<file path="config.mk">
export PLATFORM = sky130hd
export DESIGN_NAME = cpu_prog_loader
export DESIGN_NICKNAME = d
export VERILOG_FILES = /design/src/rtl/cpu_loader_pkg.sv /design/src/rtl/loader_fifo.sv /design/src/rtl/cpu_prog_loader.sv
export SDC_FILE = /design/constraint.sdc
export NUM_CORES = 1
export LEC_CHECK = 0
export BUFFER_PORTS_ARGS = -buffer_cell sky130_fd_sc_hd__buf_2
export CORE_MARGIN = 4
export CORE_UTILIZATION = 40
export CTS_BUF_LIST = sky130_fd_sc_hd__clkbuf_8
export DETAILED_ROUTE_END_ITERATION = 12
export GPL_TIMING_DRIVEN = 0
export SLEW_MARGIN = 0
export SYNTH_ARGS = -nofsm -noshare
export SYNTH_HDL_FRONTEND = slang
export SYNTH_SLANG_ARGS = --single-unit
</file>
<file path="constraint.sdc">
create_clock -name clk -period 3.17 [get_ports clk]
set_input_delay 0 -clock clk [delete_from_list [all_inputs] [get_ports clk]]
set_output_delay 0 -clock clk [all_outputs]
set_load 0.01 [all_outputs]
</file>
<file path="src/rtl/cpu_loader_pkg.sv">
// Shared types and default sizes for the byte-serial program loader and its word FIFO.
package cpu_loader_pkg;

   localparam int WORD_W_DEF     = 16;
   localparam int FIFO_DEPTH_DEF = 4;
   localparam int ADDR_W_DEF     = 8;

   // ST_CHECK is only reachable when the checksum byte is compiled in.
   typedef enum logic [2:0] {
      ST_IDLE  = 3'd0,
      ST_LEN   = 3'd1,
      ST_LO    = 3'd2,
      ST_HI    = 3'd3,
      ST_CHECK = 3'd4,
      ST_DRAIN = 3'd5,
      ST_DONE  = 3'd6
   } state_t;

   typedef struct packed {
      logic [ADDR_W_DEF-1:0] addr;
      logic [WORD_W_DEF-1:0] word;
   } fifo_entry_t;

endpackage

</file>
<file path="src/rtl/loader_fifo.sv">
// Small synchronous word FIFO with a registered head entry; a push onto a full FIFO
// is accepted only when the head is popped in the same cycle.
module loader_fifo
   import cpu_loader_pkg::*;
#(
   parameter int  DEPTH   = FIFO_DEPTH_DEF,
   parameter type entry_t = fifo_entry_t
) (
   input  logic   clk,
   input  logic   rst,
   input  logic   push,
   input  entry_t push_data,
   input  logic   pop_req,
   output logic   push_ok,
   output logic   empty_next,
   output entry_t head,
   output logic   valid
);

   localparam int PTR_W = (DEPTH > 1) ? $clog2(DEPTH) : 1;
   localparam int CNT_W = PTR_W + 1;

   entry_t            mem [DEPTH];
   logic [PTR_W-1:0]  rd_q, rd_d;
   logic [PTR_W-1:0]  wr_q, wr_d;
   logic [CNT_W-1:0]  cnt_q, cnt_d;
   entry_t            head_q, head_d;
   logic              full;
   logic              pop_ok;

   always_comb begin
      full    = (cnt_q == CNT_W'(DEPTH));
      pop_ok  = pop_req && (cnt_q != '0);
      push_ok = push && (!full || pop_ok);

      rd_d = pop_ok  ? rd_q + PTR_W'(1) : rd_q;
      wr_d = push_ok ? wr_q + PTR_W'(1) : wr_q;

      cnt_d = cnt_q;
      if (push_ok && !pop_ok) begin
         cnt_d = cnt_q + CNT_W'(1);
      end else if (!push_ok && pop_ok) begin
         cnt_d = cnt_q - CNT_W'(1);
      end

      // The head register is refilled either straight from the incoming word (FIFO
      // about to hold only that word) or from the entry behind the one being popped.
      head_d = head_q;
      if (push_ok && ((cnt_q == '0) || ((cnt_q == CNT_W'(1)) && pop_ok))) begin
         head_d = push_data;
      end else if (pop_ok && (cnt_q > CNT_W'(1))) begin
         head_d = mem[rd_q + PTR_W'(1)];
      end

      empty_next = (cnt_d == '0);
   end

   always_ff @(posedge clk) begin
      if (push_ok) begin
         mem[wr_q] <= push_data;
      end
   end

   always_ff @(posedge clk) begin
      if (rst) begin
         rd_q   <= '0;
         wr_q   <= '0;
         cnt_q  <= '0;
         head_q <= '0;
      end else begin
         rd_q   <= rd_d;
         wr_q   <= wr_d;
         cnt_q  <= cnt_d;
         head_q <= head_d;
      end
   end

   assign head  = head_q;
   assign valid = (cnt_q != '0);

endmodule

</file>
<file path="src/rtl/cpu_prog_loader.sv">
// Byte-serial program loader: length-prefixed byte stream -> 16-bit words -> FIFO -> core.
// Defining LOADER_CHECKSUM_EN adds a trailing XOR checksum byte and the checksum_ok output.
module cpu_prog_loader
   import cpu_loader_pkg::*;
#(
   parameter int WORD_W     = WORD_W_DEF,
   parameter int FIFO_DEPTH = FIFO_DEPTH_DEF,
   parameter int ADDR_W     = ADDR_W_DEF
) (
   input  logic              clk,
   input  logic              rst,
   input  logic              start,
   input  logic [7:0]        byte_in,
   input  logic              byte_stb,
   output logic [WORD_W-1:0] word_out,
   output logic [ADDR_W-1:0] word_addr,
   output logic              word_valid,
   input  logic              word_ready,
   output logic              busy,
   output logic              done,
   output logic              overflow
`ifdef LOADER_CHECKSUM_EN
   ,
   output logic              checksum_ok
`endif
);

   typedef struct packed {
      logic [ADDR_W-1:0] addr;
      logic [WORD_W-1:0] word;
   } entry_t;

   state_t            state_q, state_d;
   logic [7:0]        lo_q, lo_d;
   logic [7:0]        rem_q, rem_d;
   logic [ADDR_W-1:0] addr_q, addr_d;
   logic              ovf_q, ovf_d;
   logic              busy_q, busy_d;
   logic              done_q, done_d;
`ifdef LOADER_CHECKSUM_EN
   logic [7:0]        csum_q, csum_d;
   logic              ok_q, ok_d;
`endif

   logic              push;
   entry_t            push_data;
   entry_t            head;
   logic              push_ok;
   logic              empty_next;
   logic              fifo_valid;

   always_comb begin
      push_data.addr = addr_q;
      push_data.word = WORD_W'({byte_in, lo_q});
   end

   loader_fifo #(
      .DEPTH   (FIFO_DEPTH),
      .entry_t (entry_t)
   ) u_fifo (
      .clk        (clk),
      .rst        (rst),
      .push       (push),
      .push_data  (push_data),
      .pop_req    (word_ready),
      .push_ok    (push_ok),
      .empty_next (empty_next),
      .head       (head),
      .valid      (fifo_valid)
   );

   always_comb begin
      state_d = state_q;
      lo_d    = lo_q;
      rem_d   = rem_q;
      addr_d  = addr_q;
      ovf_d   = ovf_q;
      push    = 1'b0;
`ifdef LOADER_CHECKSUM_EN
      csum_d  = csum_q;
      ok_d    = ok_q;
`endif

      case (state_q)
         ST_IDLE: begin
            if (start) begin
               state_d = ST_LEN;
               addr_d  = '0;
               ovf_d   = 1'b0;
`ifdef LOADER_CHECKSUM_EN
               csum_d  = '0;
               ok_d    = 1'b0;
`endif
            end
         end
         ST_LEN: begin
            if (byte_stb) begin
               if (byte_in == 8'd0) begin
                  state_d = ST_DONE;
               end else begin
                  rem_d   = byte_in;
                  state_d = ST_LO;
               end
            end
         end
         ST_LO: begin
            if (byte_stb) begin
               lo_d    = byte_in;
               state_d = ST_HI;
`ifdef LOADER_CHECKSUM_EN
               csum_d  = csum_q ^ byte_in;
`endif
            end
         end
         ST_HI: begin
            if (byte_stb) begin
               push   = 1'b1;
               // A dropped word still consumes its address slot and its count.
               if (!push_ok) begin
                  ovf_d = 1'b1;
               end
               addr_d = addr_q + ADDR_W'(1);
               rem_d  = rem_q - 8'd1;
`ifdef LOADER_CHECKSUM_EN
               csum_d = csum_q ^ byte_in;
               state_d = (rem_q == 8'd1) ? ST_CHECK : ST_LO;
`else
               state_d = (rem_q == 8'd1) ? ST_DRAIN : ST_LO;
`endif
            end
         end
`ifdef LOADER_CHECKSUM_EN
         ST_CHECK: begin
            if (byte_stb) begin
               ok_d    = (byte_in == csum_q);
               state_d = ST_DRAIN;
            end
         end
`endif
         ST_DRAIN: begin
            // Look one cycle ahead so the last pop and the DONE entry coincide.
            if (empty_next) begin
               state_d = ST_DONE;
            end
         end
         ST_DONE: begin
            state_d = ST_IDLE;
         end
         default: begin
            state_d = ST_IDLE;
         end
      endcase

      busy_d = (state_d != ST_IDLE);
      done_d = (state_d == ST_DONE);
   end

   always_ff @(posedge clk) begin
      if (rst) begin
         state_q <= ST_IDLE;
         lo_q    <= '0;
         rem_q   <= '0;
         addr_q  <= '0;
         ovf_q   <= 1'b0;
         busy_q  <= 1'b0;
         done_q  <= 1'b0;
`ifdef LOADER_CHECKSUM_EN
         csum_q  <= '0;
         ok_q    <= 1'b0;
`endif
      end else begin
         state_q <= state_d;
         lo_q    <= lo_d;
         rem_q   <= rem_d;
         addr_q  <= addr_d;
         ovf_q   <= ovf_d;
         busy_q  <= busy_d;
         done_q  <= done_d;
`ifdef LOADER_CHECKSUM_EN
         csum_q  <= csum_d;
         ok_q    <= ok_d;
`endif
      end
   end

   assign word_out   = head.word;
   assign word_addr  = head.addr;
   assign word_valid = fifo_valid;
   assign busy       = busy_q;
   assign done       = done_q;
   assign overflow   = ovf_q;
`ifdef LOADER_CHECKSUM_EN
   assign checksum_ok = ok_q;
`endif

endmodule

</file>
# --- Yosys cells after proc, flatten, opt, wreduce, memory -nomap -nowiden ---
# Memory sizes are Yosys's and may differ from the RTL's.
# Index checks and enable logic that the tools add are counted.
totals:
  inputBits: 13
  mem_count: 1
  ramBits: 96
  wordCells: 85
  ff_bits: 61
mem_list:
  columns: ["memory", "words", "width", "rd", "rd_clocked_by_memory_dff", "write_ports", "line", "source"]
  rows:
  - ["u_fifo.mem", 4, 24, 1, 0, 1, "loader_fifo.sv:23", "entry_t mem [DEPTH];"]
op_classes:
  mux: 27
  order_cmp: 1
  eq_ne: 13
  addsub: 6
  n_reduce_logical: 25
op_table:
  columns: ["op", "count"]
  rows:
  - ["$mux W24", 2]
  - ["$mux W8", 5]
  - ["$pmux W8 S2", 2]
  - ["$mux W3", 9]
  - ["$pmux W3 S5", 1]
  - ["$ne A2 B2 Y1 const B", 5]
  - ["$eq A3 B3 Y1 const B", 3]
  - ["$logic_not A3 Y1", 3]
  - ["$add A8 B1 Y8 const B", 1]
  - ["$eq A8 B1 Y1 const B", 1]
  - ["$logic_not A8 Y1", 1]
  - ["$reduce_and A4 Y1", 2]
  - ["$sub A8 B1 Y8 const B", 1]
  - ["$logic_and A1 B1 Y1", 7]
  - ["$mux W1", 7]
  - ["$eq A3 B1 Y1 const B", 2]
  - ["$eq A3 B2 Y1 const B", 2]
  - ["$reduce_bool A2 Y1", 3]
  - ["$reduce_bool A3 Y1", 2]
  - ["$add A2 B1 Y2 const B", 2]
  - ["$add A3 B1 Y3 const B", 1]
  - ["$gt A3 B1 Y1 const B", 1]
  - ["$logic_not A1 Y1", 3]
  - ["$reduce_and A3 Y1", 1]
  - ["4 further kinds", 5]

# --- Logic depth before layout (Yosys ltp) ---
# Gate-level depths: netlist of run 1.
logic_depth:
  ltp_word: 12
  depth_mapped: 10
  mapped_depth_nobuf: 7

# --- By module ---
# From an unflattened synthesis of run 1, not the netlist that was laid out.
unflattened:
  cells_unflattened: 529
  area_unflattened_um2: 6860.3
modules_own_cells:
  columns: ["mod", "area_each_um2", "cells_per_inst", "seq_area_each_um2", "instances"]
  rows:
  - ["loader_fifo", 5336.4, 335, 3503.4, 1]
  - ["cpu_prog_loader", 1524.0, 194, 600.6, 1]

# --- Worst setup path after synthesis of run 1 ---
# OpenSTA, ideal clock, no wires.
synth_path:
  kind: "reg-to-reg"
  from: "reg u_fifo.cnt_q[0]"
  to: "mem u_fifo.mem[0][0] (netlist bit), enable pin"
  period_less_slack_ps: 2296
  slack_ps: 874
  arrival_time_ps: 1914
  required_time_ps: 2787
  path_buffers: 1
  path_stages_with_launch: 8
  path_cell_list: "dfxtp_1 -> inv_1 -> ha_1 -> clkbuf_1 -> nand2_1 -> nor2_1 -> nor2_1 -> and2_1"
synth_between:
  elab_chain_len: 6
synth_rtl:
  columns: ["item", "line", "source"]
  rows:
  - ["from (decl)", "loader_fifo.sv:26", "logic [CNT_W-1:0] cnt_q, cnt_d;"]
  - ["from (signal assigned)", "loader_fifo.sv:73", "cnt_q <= cnt_d;"]
  - ["$eq A3 B3 Y1 / $reduce_bool A3 Y1 (equally long branches)", "loader_fifo.sv:32, loader_fifo.sv:33", null]
  - ["$logic_not A1 Y1 / $logic_and A1 B1 Y1 (equally long branches)", "loader_fifo.sv:34, loader_fifo.sv:33", null]
  - ["$logic_or A1 B1 Y1 *", "loader_fifo.sv:34", "push_ok = push && (!full || pop_ok);"]
  - ["$logic_and A1 B1 Y1 *", "loader_fifo.sv:34", null]
  - ["$mux W1 *", "loader_fifo.sv:59", "if (push_ok) begin"]
  - ["$mux W1 (not written as such) *", "loader_fifo.sv:60", "mem[wr_q] <= push_data;"]
  - ["to (decl)", "loader_fifo.sv:23", null]
# Mark *: on every way between the ends. The rest lies on a longest branch, timed or not.

# --- Worst setup path after layout of run 1 ---
layout_path:
  from: "reg u_fifo.cnt_q[1]"
  to: "mem u_fifo.mem[3][14] (netlist bit), enable pin"
# Same word-level chain as after synthesis.

==> results of run 1 <==
-- state kept, by name, summed over array words and instances (netlist names) --
name / flops
u_fifo.mem: 96
rem_q: 8
addr_q: 8
u_fifo.wr_q: 2
done: 1
overflow: 1
u_fifo.rd_q: 2
u_fifo.cnt_q: 3
lo_q: 8
state_q: 3
busy: 1
u_fifo.head: 24
-- worst reg2reg max path: cells and delay by family, from the launching register on --
family | cells | cell delay (ps)
buffers and inverters | 3 | 580
DFF | 1 | 430
adders and majority gates | 1 | 210
and+or+nand+nor | 4 | 1130
-- synthesized netlist by cell type (2+ instances only) --
cell type	instances
a211oi_1	3
a21o_1	3
a21oi_1	33
a22oi_1	6
a31oi_1	2
and2_1	4
and3_1	3
and3b_1	2
buf_1	4
buf_2	10
buf_4	2
buf_6	2
clkbuf_1	13
dfxtp_1	61
edfxtp_1	96
ha_1	11
inv_1	8
mux2i_1	9
mux4_2	24
nand2_1	18
nand2b_1	5
nand3_1	20
nand3b_1	2
nand4_1	3
nor2_1	54
nor2b_1	2
nor3_1	14
nor3_2	10
nor3b_1	3
nor4_1	3
o211ai_1	2
o21a_1	2
o21ai_0	9
o22ai_1	20
or2_2	2
or3_1	2
xnor2_1	2
xor2_1	4
-- power groups by stage --
stage	Sequential, mW	Combinational [mW]	Clock [mW]
finish	2.32	1.03	1.63
floorplan	2.39	0.707	0
global placement	2.37	1.01	0
global route	2.34	1.14	1.74
detailed placement	2.37	1.02	0
CTS	2.33	1.03	1.65
-- final timing paths --
check,endpoint,cells past startpoint,start,slack [ps]
worst max-delay path,u_fifo.mem[3][14],8,u_fifo.cnt_q[1],520
worst min register to register,u_fifo.head[21],2,u_fifo.head[21],500
worst max register to register,u_fifo.mem[3][14],8,u_fifo.cnt_q[1],520
worst min-delay path,u_fifo.rd_q[0],5,word_ready,180
-- cells in the final DEF, fill, tap and decap left out, types with 3 or more instances in the layout --
master	instances
a211oi_1	3
a21o_1	3
a21oi_1	33
a22oi_1	6
and2_2	3
and3_1	3
buf_1	4
buf_2	49
bufinv_16	4
clkbuf_1	13
clkbuf_8	18
clkinv_2	3
clkinv_4	3
dfxtp_1	61
dlygate4sd3_1	11
edfxtp_1	96
ha_1	11
inv_1	8
mux2i_1	9
mux4_2	24
nand2_1	18
nand2b_1	5
nand3_1	20
nand4_1	3
nor2_1	54
nor3_1	14
nor3_2	10
nor3b_1	3
nor4_1	3
o21ai_0	9
o22ai_1	20
xor2_1	4
-- area by class of cell --
| class | instances | area share [%] |
|---|---|---|
| clock inverters | 14 | 2.50 |
| multi-input cells | 297 | 29.9 |
| inverters | 9 | 0.445 |
| plain buffers | 31 | 1.99 |
| well taps | 216 | 3.56 |
| clock buffers | 18 | 3.26 |
| repair buffers | 51 | 4.38 |
| flip-flops and latches | 157 | 54.0 |
-- cells by family (layout without fill, tap and decap cells) --
kind of cell | Yosys count | in the layout | synth area share (%)
xor+xnor | 6 | 6 | 0.802
fa+ha+maj | 11 | 11 | 2.10
simple gates | 154 | 154 | 12.6
compound gates | 92 | 92 | 9.18
buf+inv | 40 | 123 | 2.83
mux | 34 | 34 | 9.85
flops | 157 | 157 | 62.6
-- timing repair --
action	4_1_cts	5_1_grt
resized for setup	0	1
setup buffers	0	0
endpoints found under the hold margin	55	0
endpoints found under the setup margin	0	24
hold buffers	11	0
-- per-layer routing --
metal	track usage (%)	routed length [µm]	vias up
met5	0	0	-
met4	4.54	140	0
met3	4.37	615	13
met2	27.1	7240	103
met1	21.6	6640	2161
li1	-	-	2012
-- stage by stage --
step / setup slack [ps] / hold slack [ps] / instances
after floorplan: 874 / 98.9 / 494
after global placement: 179 / 304 / 749
after detailed placement: 107 / 310 / 750
after CTS: 99.7 / 149 / 793
after global routing: 263 / 202 / 793
final: 516 / 180 / 793
==> flow_summary.yaml, run 1 <==
yosys:
  synth_edf_count: 96
  synth_warnings: 0
  syn_inst: 494
  ys.flop_type: "edfxtp_1"
  synth_cell_type_count: 59
  synth_nets: 518
  ys_ff_latch: 157
  yosys.area.top_type: "edfxtp_1"
  ys_top_cells_by_area: "edfxtp_1 (44%), dfxtp_1 (19%), mux4_2 (8.2%), nor2_1 (3.1%), a21oi_1 (2.5%)"
  synth_top_area_share_pct: 44.0
  syn_area_per_cell_um2: 13.3
  syn-cell-area_um2: 6550
  async_flop_share_pct: 0
  ys_seq_area_share_pct: 62.6
die:
  num_io_pins: 41
  dieArea_um2: 18500
  core_um2: 15900
  die_y_um: 136
  start_util_pct: 41.1
  die_w_um: 136
  rows: 46
run:
  maxCapViolations: 0
finish:
  seqCellArea_um2: 4100
  post_route_cells_drive_above_1_share_pct: 23.1
  nets: 588
  n_antenna_cell: 0
  syn_to_final_growth_pct: 15.9
  multi_input_area_um2: 2270
  fillers: 1452
  postLayoutCellArea_um2: 7600
  utilization_pct: 47.7
sta:
  worst_pin_slew_ps: 933
  layout_min_cycle_time_ps: 2650
  fin_setup_tns_ps: 0
  clock_skew_ps: 12.1
  period_share_pct: 83.7
  slew_viol_final: 0
  hold_viol: 0
  slew_headroom_pct: 37.4
  finalSetupViolations: 0
  rsz0062_at_grt: "no"
  fmax_ghz: 0.377
setup_path:
  worstPathRequired_ps: 3320
  worstSetupPathType: "flip-flop to flip-flop"
  critPathArrivalTime_ps: 2810
  critPathCaptureType: "flip-flop"
  critical_path_buf_inv_count: 3
  cp_common_cell: "nor2_1"
  cp_slowest_cell: "and2_1"
  cpLargestDelayFamily: "simple AND/OR/NAND/NOR gates"
  start_kind: "flip-flop"
  path_max_fanout: 15
  path_cells: "inv_1 > ha_1 > clkbuf_1 > nand2_1 > nor2_1 > nor2_1 > and2_1 > buf_16"
  worst_path_largest_cell_delay_ps: 630
pwr:
  power.switching_mw: 1.39
  pwr-share-seq_pct: 46.7
  p_int_mw: 3.59
  p_per_area_nw_per_um2: 655
  power_mw: 4.98
  peakVddDrop_uv: 319
  p_leak_nw: 2.60
  combinationalPowerShare_pct: 20.6
  p_sw_share_pct: 28.0
  clockPowerShare_pct: 32.7
route:
  dr_total_vias: 4289
  wl_per_cell_um: 18.5
  drtIter0Drc: 361
  dr.pass1.iters: 5
  drc: 0
  via_per_inst: 5.41
  postRouteAntennaNets: 0
  routed_wl_um: 14600
clock_tree:
  cts_tree: "yes"
  clockBufferDepth: 2
  clk_pin_slew_worst_paths_ps: 80
  clock-sinks: 157
  clockRootBuffer: "clkbuf_8"
  cts_max_level: 4
  cts_inserted_buffers: 17
  clkLatencyLatePin_ps: 450
global_routing:
  grt_max_degree: 25
  grt_usage_pct: 16.5
  grt_pass1_wl_um: 23000
  grt_pass1_vias: 4203
  antenna_found_initial: 0
  grt_overflow: 0
placed_design:
  gp_congestion: 0.822
  place_area_um2: 7050
  port-buffer-count: 39
  dp_hpwl_um: 9690
hold_path:
  worstHoldPathType: "input pin to flip-flop"
status:
  status: "completed"
Note: power is estimated with default switching activity, not from simulation.
==> run 2: changes to the inputs <==
==> constraint.sdc (replaced) <==
create_clock -name clk -period 2.5 [get_ports clk]
set_input_delay 0 -clock clk [delete_from_list [all_inputs] [get_ports clk]]
set_output_delay 0 -clock clk [all_outputs]
set_load 0.01 [all_outputs]
==> run 2 against run 1 <==
Sequential cell count unchanged. Clock-buffer cell count unchanged. Worst setup slack got worse by 320 ps. Core utilization increased by 0.063 points. Final cell count decreased by 0.13%. Fmax increased by 15%. Via count decreased by 0.35%. Design area increased by 0.13%. Die area unchanged. Worst hold slack improved by 2.7 ps.
==> flow_summary.yaml, run 2 (same netlist as run 1, synthesis figures left out) <==
setup_path:
  endpoint: "u_fifo.mem[3][14]"
  cp.depth: 7
  critPathLaunch: "u_fifo.cnt_q[1]"
  worstPathRequired_ps: 2650
  cp_slowest_cell: "dfxtp_1"
  path_max_fanout: 15
  r2r-start: "u_fifo.cnt_q[1]"
  critPathCaptureType: "flip-flop"
  start_kind: "flip-flop"
  path_cells: "inv_1 > ha_1 > nand2_1 > nor2_1 > nor2_2 > and2_2 > buf_16"
  cpLargestDelayFamily: "simple AND/OR/NAND/NOR gates"
  r2r_cells: 7
  rrSetupSlack_ps: 200
  critPathArrivalTime_ps: 2450
  r2r_end: "u_fifo.mem[3][14]"
  worstSetupPathType: "flip-flop to flip-flop"
  critical_path_buf_inv_count: 2
  worst_path_largest_cell_delay_ps: 440
finish:
  largest_reg_flops: 96
  layout.cells.non_filler: 792
  layout_common_cells: "edfxtp_1 (96), dfxtp_1 (61), nor2_1 (53), buf_2 (49), a21oi_1 (32)"
  n_antenna_cell: 0
  post_route_cells_drive_above_1_share_pct: 24.0
  nets: 587
  postLayoutCellArea_um2: 7610
  syn_to_final_growth_pct: 16.1
  utilization_pct: 47.7
  final_common_cell: "edfxtp_1"
  largest_register: "u_fifo.mem"
die:
  start_util_pct: 41.1
  die_y_um: 136
  core_um2: 15900
  dieArea_um2: 18500
  rows: 46
  die_w_um: 136
  num_io_pins: 41
global_routing:
  grt_pass1_wl_um: 23000
  grt_max_degree: 25
  grt_pass1_vias: 4203
  grt_usage_pct: 16.5
  antenna_found_initial: 0
  grt_overflow: 0
clock_tree:
  clkLatencyLatePin_ps: 450
  cts_inserted_buffers: 17
  clockRootBuffer: "clkbuf_8"
  clock-sinks: 157
  cts_tree: "yes"
  clockBufferDepth: 2
  cts_max_level: 4
  clk_pin_slew_worst_paths_ps: 80
placed_design:
  dp_cells: 750
  gp_congestion: 0.822
  place_area_um2: 7050
  port-buffer-count: 39
  dp_slack_ps: -563
  dp_hpwl_um: 9690
pwr:
  p_leak_nw: 2.61
  peakVddDrop_uv: 409
  p_per_area_nw_per_um2: 831
sta:
  slew_headroom_pct: 37.4
  clock_skew_ps: 11.7
  period_share_pct: 92.0
  hold_viol: 0
  fmax_ghz: 0.435
  layout_setup_ws_ps: 201
  rsz0062_at_grt: "no"
  finalSetupViolations: 0
  slew_viol_final: 0
  worst_pin_slew_ps: 932
  layout_min_cycle_time_ps: 2300
route:
  postRouteAntennaNets: 0
  dr.pass1.iters: 4
  dr_total_vias: 4274
  wl_per_cell_um: 18.5
  via_per_inst: 5.40
  drtIter0Drc: 344
  drc: 0
  routed_wl_um: 14600
hold_path:
  worstHoldPathType: "input pin to flip-flop"
  whs_path_depth: 5
run:
  maxCapViolations: 0
status:
  status: "completed"
[run 2: cell count changes in the layout (fill, tap and decap cells not counted), sizes merged]
cell,change
buf,-1
[run 2: how the worst min path moves through the flow]
stage,from,to,slack (ps)
2_1_floorplan,byte_in[2],u_fifo.mem[0][10],100
3_3_place_gp,byte_in[0],u_fifo.mem[2][8],300
3_5_place_dp,byte_in[0],u_fifo.mem[2][8],310
4_1_cts,word_ready,u_fifo.rd_q[0],150
5_1_grt,word_ready,u_fifo.rd_q[0],200
6_report,word_ready,u_fifo.rd_q[0],180
[run 2: repair_timing]
item / in CTS / in global routing
hold buffers: 11 / 0
pin swaps: 0 / 0
setup buffers: 0 / 0
setup endpoints to repair: 97 / 102
endpoints found under the hold margin: 55 / 0
gates resized for setup: 5 / 6
[run 2: layout make-up]
class                           count  area, µm²
Tap cell                          216        270
Clock inverter                     14        190
Clock buffer                       18        248
Inverter                            9       33.8
Timing Repair Buffer               51        333
Fill cell                        1456       8330
Sequential cell                   157       4100
Multi-Input combinational cell    297       2280
Buffer                             30        150
[run 2: stage by stage]
stage	hold slack, ps	power, mW	TNS [ps]
finish	183	6.32	0
global route	202	6.62	0
CTS	149	6.36	-5340
detailed placement	310	4.30	-40690
global placement	304	4.28	-44880
floorplan	98.9	3.93	0
[run 2: report_power, final]
part / switching (mW) / total (mW) / internal [mW] / leakage (nW)
registers: 0.0855 / 2.95 / 2.86 / 1.38
clock network: 0.954 / 2.07 / 1.12 / 0.221
logic: 0.729 / 1.31 / 0.578 / 1.01
[run 2: metal layers]
layer  vias up  routed length (µm)  share of wire [%]  track usage [%]
li1       2012                   -                  -                -
met1      2145                6550                 45             21.6
met2       102                7240                 50             27.1
met3        15                 696                4.8             4.37
met4         0                 138               0.94             4.54
met5         -                   0                  0                0
[run 2: worst register-to-register path, delay by kind of cell, from the launching register on]
kind          cells  cell delay [ps]
simple gates      4              880
flops             1              440
buf+inv           2              370
fa+ha+maj         1              310
